## src/rtl/shift_mix_columns_if.sv

```systemverilog
// Handshake bundle between the SubBytes FIFO, this stage and the AddRoundKey FIFO.
// Latency: none (wires only). Backpressure: carries the empty/full and rd/wr strobes.
// Ports: master = FIFO/environment side, slave = shift_mix_columns side.
interface shift_mix_columns_if;
    logic [127:0] in_state;
    logic         in_state_rd;
    logic         in_state_empty;
    logic [127:0] out_state;
    logic         out_state_wr;
    logic         out_state_full;
    logic         last_round;

    modport master (
        output in_state, in_state_empty, out_state_full,
        input  in_state_rd, out_state, out_state_wr, last_round
    );

    modport slave (
        input  in_state, in_state_empty, out_state_full,
        output in_state_rd, out_state, out_state_wr, last_round
    );
endinterface

```

## src/rtl/shift_mix_columns.sv

```systemverilog
// AES ShiftRows + MixColumns round stage; the last round of each block bypasses MixColumns.
// Latency: 1 cycle pop-to-push (2 cycles when MIX_COLUMNS_PIPE_EN is defined), 1 state/cycle.
// Backpressure: pops only when the (first) register stage can accept; holds while downstream is full.
// Ports: clock, reset (sync, active-high); bus (slave modport) carries in_state/in_state_rd/
//        in_state_empty, out_state/out_state_wr/out_state_full and last_round.
// Optional macro MIX_COLUMNS_PIPE_EN: extra register between ShiftRows and MixColumns.
module shift_mix_columns #(
    parameter int NR    = 10,
    parameter int CNT_W = 4
) (
    input  logic              clock,
    input  logic              reset,
    shift_mix_columns_if.slave bus
);

    localparam logic [CNT_W-1:0] LAST_RCNT = CNT_W'(NR - 1);

    // Byte k (k = 4c + r) lives at bits [(15-k)*8 +: 8].
    function automatic logic [7:0] xtime(input logic [7:0] a);
        return {a[6:0], 1'b0} ^ (a[7] ? 8'h1b : 8'h00);
    endfunction

    function automatic logic [127:0] shift_rows(input logic [127:0] s);
        logic [127:0] o;
        o = '0;
        for (int c = 0; c < 4; c++) begin
            for (int r = 0; r < 4; r++) begin
                o[(15 - (4 * c + r)) * 8 +: 8] = s[(15 - (4 * ((c + r) % 4) + r)) * 8 +: 8];
            end
        end
        return o;
    endfunction

    function automatic logic [127:0] mix_columns(input logic [127:0] s);
        logic [127:0] o;
        logic [7:0]   a0, a1, a2, a3;
        o = '0;
        for (int c = 0; c < 4; c++) begin
            a0 = s[(15 - 4 * c) * 8 +: 8];
            a1 = s[(14 - 4 * c) * 8 +: 8];
            a2 = s[(13 - 4 * c) * 8 +: 8];
            a3 = s[(12 - 4 * c) * 8 +: 8];
            // 3a = xtime(a) ^ a
            o[(15 - 4 * c) * 8 +: 8] = xtime(a0) ^ xtime(a1) ^ a1 ^ a2 ^ a3;
            o[(14 - 4 * c) * 8 +: 8] = a0 ^ xtime(a1) ^ xtime(a2) ^ a2 ^ a3;
            o[(13 - 4 * c) * 8 +: 8] = a0 ^ a1 ^ xtime(a2) ^ xtime(a3) ^ a3;
            o[(12 - 4 * c) * 8 +: 8] = xtime(a0) ^ a0 ^ a1 ^ a2 ^ xtime(a3);
        end
        return o;
    endfunction

    logic [127:0]     out_reg;
    logic             out_valid;
    logic             out_last;
    logic [CNT_W-1:0] rcnt;

    logic             out_ready;
    logic             pop;
    logic             push;
    logic             is_last;

    assign out_ready = !out_valid || !bus.out_state_full;
    assign push      = !reset && out_valid && !bus.out_state_full;
    assign is_last   = (rcnt == LAST_RCNT);

    assign bus.in_state_rd  = pop;
    assign bus.out_state_wr = push;
    assign bus.out_state    = out_reg;
    assign bus.last_round   = out_last && push;

    // Round position of the state being popped; wraps at the end of each block.
    always_ff @(posedge clock) begin
        if (reset) begin
            rcnt <= '0;
        end else if (pop) begin
            rcnt <= is_last ? '0 : rcnt + 1'b1;
        end
    end

`ifdef MIX_COLUMNS_PIPE_EN
    logic [127:0] sr_reg;
    logic         sr_valid;
    logic         sr_last;
    logic         sr_ready;
    logic         load_out;

    // The first stage can take a new state when empty or when it moves on this cycle.
    assign load_out = sr_valid && out_ready;
    assign sr_ready = !sr_valid || out_ready;
    assign pop      = !reset && !bus.in_state_empty && sr_ready;

    always_ff @(posedge clock) begin
        if (reset) begin
            sr_reg   <= '0;
            sr_valid <= 1'b0;
            sr_last  <= 1'b0;
        end else if (pop) begin
            sr_reg   <= shift_rows(bus.in_state);
            sr_valid <= 1'b1;
            sr_last  <= is_last;
        end else if (load_out) begin
            sr_valid <= 1'b0;
        end
    end

    always_ff @(posedge clock) begin
        if (reset) begin
            out_reg   <= '0;
            out_valid <= 1'b0;
            out_last  <= 1'b0;
        end else if (load_out) begin
            out_reg   <= sr_last ? sr_reg : mix_columns(sr_reg);
            out_valid <= 1'b1;
            out_last  <= sr_last;
        end else if (push) begin
            out_valid <= 1'b0;
        end
    end
`else
    logic [127:0] shifted;

    assign pop     = !reset && !bus.in_state_empty && out_ready;
    assign shifted = shift_rows(bus.in_state);

    // A pop in the same cycle as a push reloads the register, keeping out_valid high.
    always_ff @(posedge clock) begin
        if (reset) begin
            out_reg   <= '0;
            out_valid <= 1'b0;
            out_last  <= 1'b0;
        end else if (pop) begin
            out_reg   <= is_last ? shifted : mix_columns(shifted);
            out_valid <= 1'b1;
            out_last  <= is_last;
        end else if (push) begin
            out_valid <= 1'b0;
        end
    end
`endif

endmodule

```

## src/flat_wrapper.sv

```systemverilog
// flat-port wrapper written by rule: the top's interface ports become plain ports
module shift_mix_columns_flat 
#(
    parameter int NR    = 10,
    parameter int CNT_W = 4
)
  (clock, reset, bus_in_state, bus_in_state_empty, bus_out_state_full, bus_in_state_rd, bus_out_state, bus_out_state_wr, bus_last_round);
  shift_mix_columns_if bus_i ();
  input  logic clock;
  input  logic reset;
  input wire logic [$bits(bus_i.in_state)-1:0] bus_in_state;
  input wire logic [$bits(bus_i.in_state_empty)-1:0] bus_in_state_empty;
  input wire logic [$bits(bus_i.out_state_full)-1:0] bus_out_state_full;
  output wire logic [$bits(bus_i.in_state_rd)-1:0] bus_in_state_rd;
  output wire logic [$bits(bus_i.out_state)-1:0] bus_out_state;
  output wire logic [$bits(bus_i.out_state_wr)-1:0] bus_out_state_wr;
  output wire logic [$bits(bus_i.last_round)-1:0] bus_last_round;
  assign bus_i.in_state = bus_in_state;
  assign bus_i.in_state_empty = bus_in_state_empty;
  assign bus_i.out_state_full = bus_out_state_full;
  assign bus_in_state_rd = bus_i.in_state_rd;
  assign bus_out_state = bus_i.out_state;
  assign bus_out_state_wr = bus_i.out_state_wr;
  assign bus_last_round = bus_i.last_round;
  shift_mix_columns #(.NR(NR), .CNT_W(CNT_W)) u_core (.clock(clock), .reset(reset), .bus(bus_i));
endmodule
```

## config.mk

```make
export PLATFORM = sky130hd
export DESIGN_NAME = shift_mix_columns_flat
export DESIGN_NICKNAME = d
export VERILOG_FILES = /design/src/rtl/shift_mix_columns_if.sv /design/src/rtl/shift_mix_columns.sv /design/src/flat_wrapper.sv
export SDC_FILE = /design/constraint.sdc
export NUM_CORES = 1
export LEC_CHECK = 0
export ABC_AREA = 1
export CORE_MARGIN = 2
export CORE_UTILIZATION = 60
export DETAILED_ROUTE_END_ITERATION = 10
export DONT_BUFFER_PORTS = 1
export PLACE_DENSITY_LB_ADDON = 0.08
export SLEW_MARGIN = 15
export SYNTH_ARGS = -nofsm -noshare
export SYNTH_HDL_FRONTEND = slang
export SYNTH_SLANG_ARGS = --single-unit
```

## constraint.sdc

```tcl
create_clock -name clock -period 1.2 [get_ports clock]
set_input_delay 0.12 -clock clock [delete_from_list [all_inputs] [get_ports clock]]
set_output_delay 0.12 -clock clock [all_outputs]
set_load 0.02 [all_outputs]
```

; ---- Word level (Yosys, flattened, before mapping)
; Index checks and enable logic that the tools add are counted.
[word_totals]
output_inout_bits = 131
elab_cells = 117
inputBits = 132
reg_bits = 134
[classes]
add_sub_neg = 1
n_reduce_logical = 11
bitwise_logic = 80
n_mux = 20
n_eq_ne = 1
[op_table]
columns = op, count
row1 = 8-bit XOR, 80
row2 = 128-bit two-way mux, 1
row3 = 5-bit two-way mux, 16
row4 = 1-bit logical AND, 5
row5 = "4-bit by 1-bit adder with 4-bit output, second input constant", 1
row6 = "4-bit equality test, second input constant", 1
row7 = 1-bit logical NOT, 4
row8 = 4-bit two-way mux, 1
row9 = 1-bit two-way mux, 2
row10 = 2-bit nonzero test, 1
row11 = 1-bit logical OR, 1

; ---- Depth between registers and ports, before layout
[logic_depth]
ltp_word = 7
mapped_depth = 12
mapped_depth_nobuf = 11

; ---- Worst setup path after synthesis
; No wires, ideal clock.
[synth_path]
path_type = register to register
from = reg u_core.rcnt[3]
to = reg u_core.out_reg[104] (netlist: u_core.bus.out_state[104])
period_less_slack_ns = 1.293
path_slack_ns = -0.093
path_stages_with_launch = 9
setup_time_ns = 0.132
required_ns = 1.068
arrival_ns = 1.160
n_path_buf = 2
cell_sequence = dfxtp_1 -> inv_1 -> nor2_1 -> nand2_2 -> buf_6 -> clkbuf_2 -> o21ai_0 -> o21bai_1 -> a21oi_1
[synth_between]
elab_chain_len = 2
[synth_rtl]
columns = item, line_no
row1 = from (decl), shift_mix_columns.sv:55  ; logic [CNT_W-1:0] rcnt;
row2 = from (signal assigned), shift_mix_columns.sv:76  ; rcnt <= is_last ? '0 : rcnt + 1'b1;
row3 = 4-bit equality test, shift_mix_columns.sv:64  ; assign is_last = (rcnt == LAST_RCNT);
row4 = 128-bit two-way mux, shift_mix_columns.sv:132  ; out_reg <= is_last ? shifted : mix_columns(shifted);
row5 = to (signal assigned), shift_mix_columns.sv:132
row6 = to (decl), shift_mix_columns.sv:52  ; logic [127:0] out_reg;
; No other way between the ends.
; A chain may end at the register's enable or synchronous reset.

; ---- Final worst setup path
[layout_path]
from = reg u_core.out_valid
to = out bus_last_round
[layout_between]
elab_chain_len = 3
[layout_rtl]
columns = item, line_no
row1 = from (decl), shift_mix_columns.sv:53  ; logic out_valid;
row2 = from (signal assigned), shift_mix_columns.sv:129  ; out_valid <= 1'b0;
row3 = from (signal assigned), shift_mix_columns.sv:133  ; out_valid <= 1'b1;
row4 = from (signal assigned), shift_mix_columns.sv:136  ; out_valid <= 1'b0;
row5 = 1-bit logical AND (2 in series), shift_mix_columns.sv:63  ; assign push = !reset && out_valid && !bus.out_state_full;
row6 = 1-bit logical AND, shift_mix_columns.sv:69  ; assign bus.last_round = out_last && push;
row7 = to (decl), flat_wrapper.sv:17  ; output wire logic [$bits(bus_i.last_round)-1:0] bus_last_round;
; No other way between the ends.

==> flow_summary.yaml <==
logic_synthesis:
  ys_top_cells_by_area: "nand2_1 (32%), dfxtp_1 (20%), inv_1 (8.5%)"
  synth_mux_area_share_pct: 0
  ys_warn_count: 0
  synth_top_family_by_area: "simple AND/OR/NAND/NOR gates"
  yosysMostFrequentCell: "nand2_1"
  synth_top_cells_by_count: "nand2_1 (1109), inv_1 (297), nand3_1 (219)"
  synth_area_leader_cell: "nand2_1"
  syn_area_per_cell_sq_um: 5.39
  synthesis.area_sq_mm: 0.0131
  synth_compound_area_share_pct: 11.2
  synthArstFlopShare_pct: 0
  syn_nets: 2563
  synth_top_area_share_pct: 31.8
  synth_adder_area_share_pct: 0
  synth_cell_types: 26
  synthCells: 2431
  ys_ff_latch: 134
  synth_seq_area_share_pct: 20.5
  synth_flop_cell: "dfxtp_1"
  synth-simple-area-share_pct: 43.3
  synth_edf_count: 0
  synth-xor-area-share_pct: 11.6
die:
  die-area_sq_mm: 0.0230
  initial_utilization_pct: 60.6
  io_pins: 263
  dieHeight_microns: 152
  placementRows: 54
  fp.coreArea_sq_mm: 0.0216
  fp.dieW_microns: 152
critical_path:
  critical-path-top-delay-family: "simple AND/OR/NAND/NOR gates"
  path_buf_inv: 1
  worst-path-max-fanout: 2
  cp-start-kind: "flop"
  arrival_ps: 1310
  crit_path_cell_trace: "nand2_1 > nor3b_2 > buf_4"
  cp.required_ps: 1080
  end_kind: "output pin"
  slowest_delay_ps: 350
  criticalPathCategory: "flop to output pin"
  r2r_cells: 8
  crit_slowest_cell: "dfxtp_2"
  critical_path_depth: 3
pwr:
  max-vdd-ir-drop_mv: 0.916
  power_mw: 15.1
  power.density_mw_per_mm2: 1000
  p_leak_nw: 8.42
sta:
  period_minus_slack_ps: 1430
  rsz0062_at_grt: "yes"
  setup_slack_ps: -234
  whs_ps: -257
  fmax_mhz: 697
  maxSlewHeadroom_pct: 74.6
  finalClockSkew_ps: 10.9
  setup_viol: 134
  worst_pin_slew_ps: 380
  drv_slew: 0
  period_share_pct: 119
  hold_viol: 127
clock_network:
  cts_tree: "built"
  cts_buffer_depth: 2
  clock_latency_ps: 440
  cts.sinks: 134
  path_clk_slew_ps: 70
  cts_buffers: 17
  cts-root-buf: "clkbuf_16"
  ctsHtreeMaxLevel: 4
grt:
  grt_pass1_wl_microns: 62500
  grt_pass1_vias: 13100
  grt_antenna_before_repair: 0
  grt_use_total_pct: 33.4
  grt-ovfl-total: 0
  grt_max_degree: 129
route:
  drt_iter0_drc: 808
  avgViaCountPerCell: 5.42
  ant_nets: 0
  dr.pass1.iters: 5
  wl_per_cell_microns: 15.1
  drc: 0
  routed_wl_microns: 41100
  num_vias: 14700
placement:
  dp_slack_ps: -277
  portBuffers: 0
  place_inst: 2656
  gp_congestion: 0.952
  dp_hpwl_microns: 28100
finish:
  multi_input_area_sq_mm: 0.00903
  fin_nets: 2557
  area_delta_synth_final_pct: 15.3
  utilization_pct: 69.9
  stdcell_count: 2718
  drive_gt1_share_pct: 9.89
  nFillCells: 2032
  register_area_sq_mm: 0.00269
  n_antenna_cell: 0
worst_hold_path:
  hold_path_depth: 1
  hp-class: "input pin to flop"
flow_run:
  drv_cap: 0
run_status:
  failed_checks: "hold timing, setup timing"
  status: "finished, violations left"
## area by class of cell
type	count	area share (%)
Inverter	303	7.59
Clock buffer	18	2.91
Clock inverter	14	1.16
Timing Repair Buffer	102	8.45
Multi-Input combinational cell	1867	59.8
Sequential cell	134	17.8
Tap cell	280	2.32
## through the flow
| step | instance area (sq um) | TNS, ps |
|---|---|---|
| 2_1_floorplan | 13100 | -1470 |
| 3_3_place_gp | 13500 | -17480 |
| 3_5_place_dp | 13500 | -21160 |
| 4_1_cts | 14500 | -16360 |
| 5_1_grt | 15100 | -28580 |
| 6_report | 15100 | -18570 |
## logic make-up after synthesis
family,Yosys count
AOI/OAI and AO/OA,282
and+or+nand+nor,1411
xor gates and xnor gates,174
DFF,134
buffers and inverters,430
## worst paths after layout
path | start | end | slack (ps)
worst max-delay path | u_core.out_valid | bus_last_round | -230
worst min-delay path | reset | u_core.bus.out_state[79] | -260
worst max register to register | u_core.rcnt[3] | u_core.bus.out_state[16] | -230
worst min register to register | u_core.bus.out_state[38] | u_core.bus.out_state[38] | 460
## layout by cell type, fill, tap and decap left out, drive strengths merged, types with 53 or more instances in the layout
cell      n
nand2  1114
xnor2    53
xor2    121
dfxtp   134
a21oi   145
buf      93
nand3   220
inv     305
o21ai   116
nor2     56
## metal layers
layer | vias up | share of wire (%) | GRT usage, %
met5 | - | 0 | 0
met4 | 0 | 2.8 | 11.2
met3 | 94 | 9.1 | 9.67
met2 | 537 | 47 | 55.9
met1 | 6620 | 41 | 41.2
li1 | 7471 | - | -
## flip-flops by register name, summed over array words and instances (netlist names)
register	flops
u_core.out_last	1
u_core.out_valid	1
u_core.bus.out_state	128
u_core.rcnt	4
## what timing repair did
item	in CTS	in global routing
gates resized for setup	43	124
pin swaps	4	63
setup buffers	9	7
cloned	6	6
hold endpoints to repair	128	127
hold buffers	1	1
endpoints found under the setup margin	134	136
## worst register-to-register path, delay by kind of cell, from the launching register on
kind	cells	cell delay, ps
and+or+nand+nor	4	470
buffers and inverters	3	450
AOI/OAI and AO/OA	1	120
DFF	1	330
## report_power, final
part / total, mW / internal, mW / switching [mW]
Combinational: 4.33 / 1.79 / 2.54
Clock: 5.62 / 3.34 / 2.29
Sequential: 5.17 / 4.73 / 0.448
No activity file was read; power rests on OpenSTA's default activity.
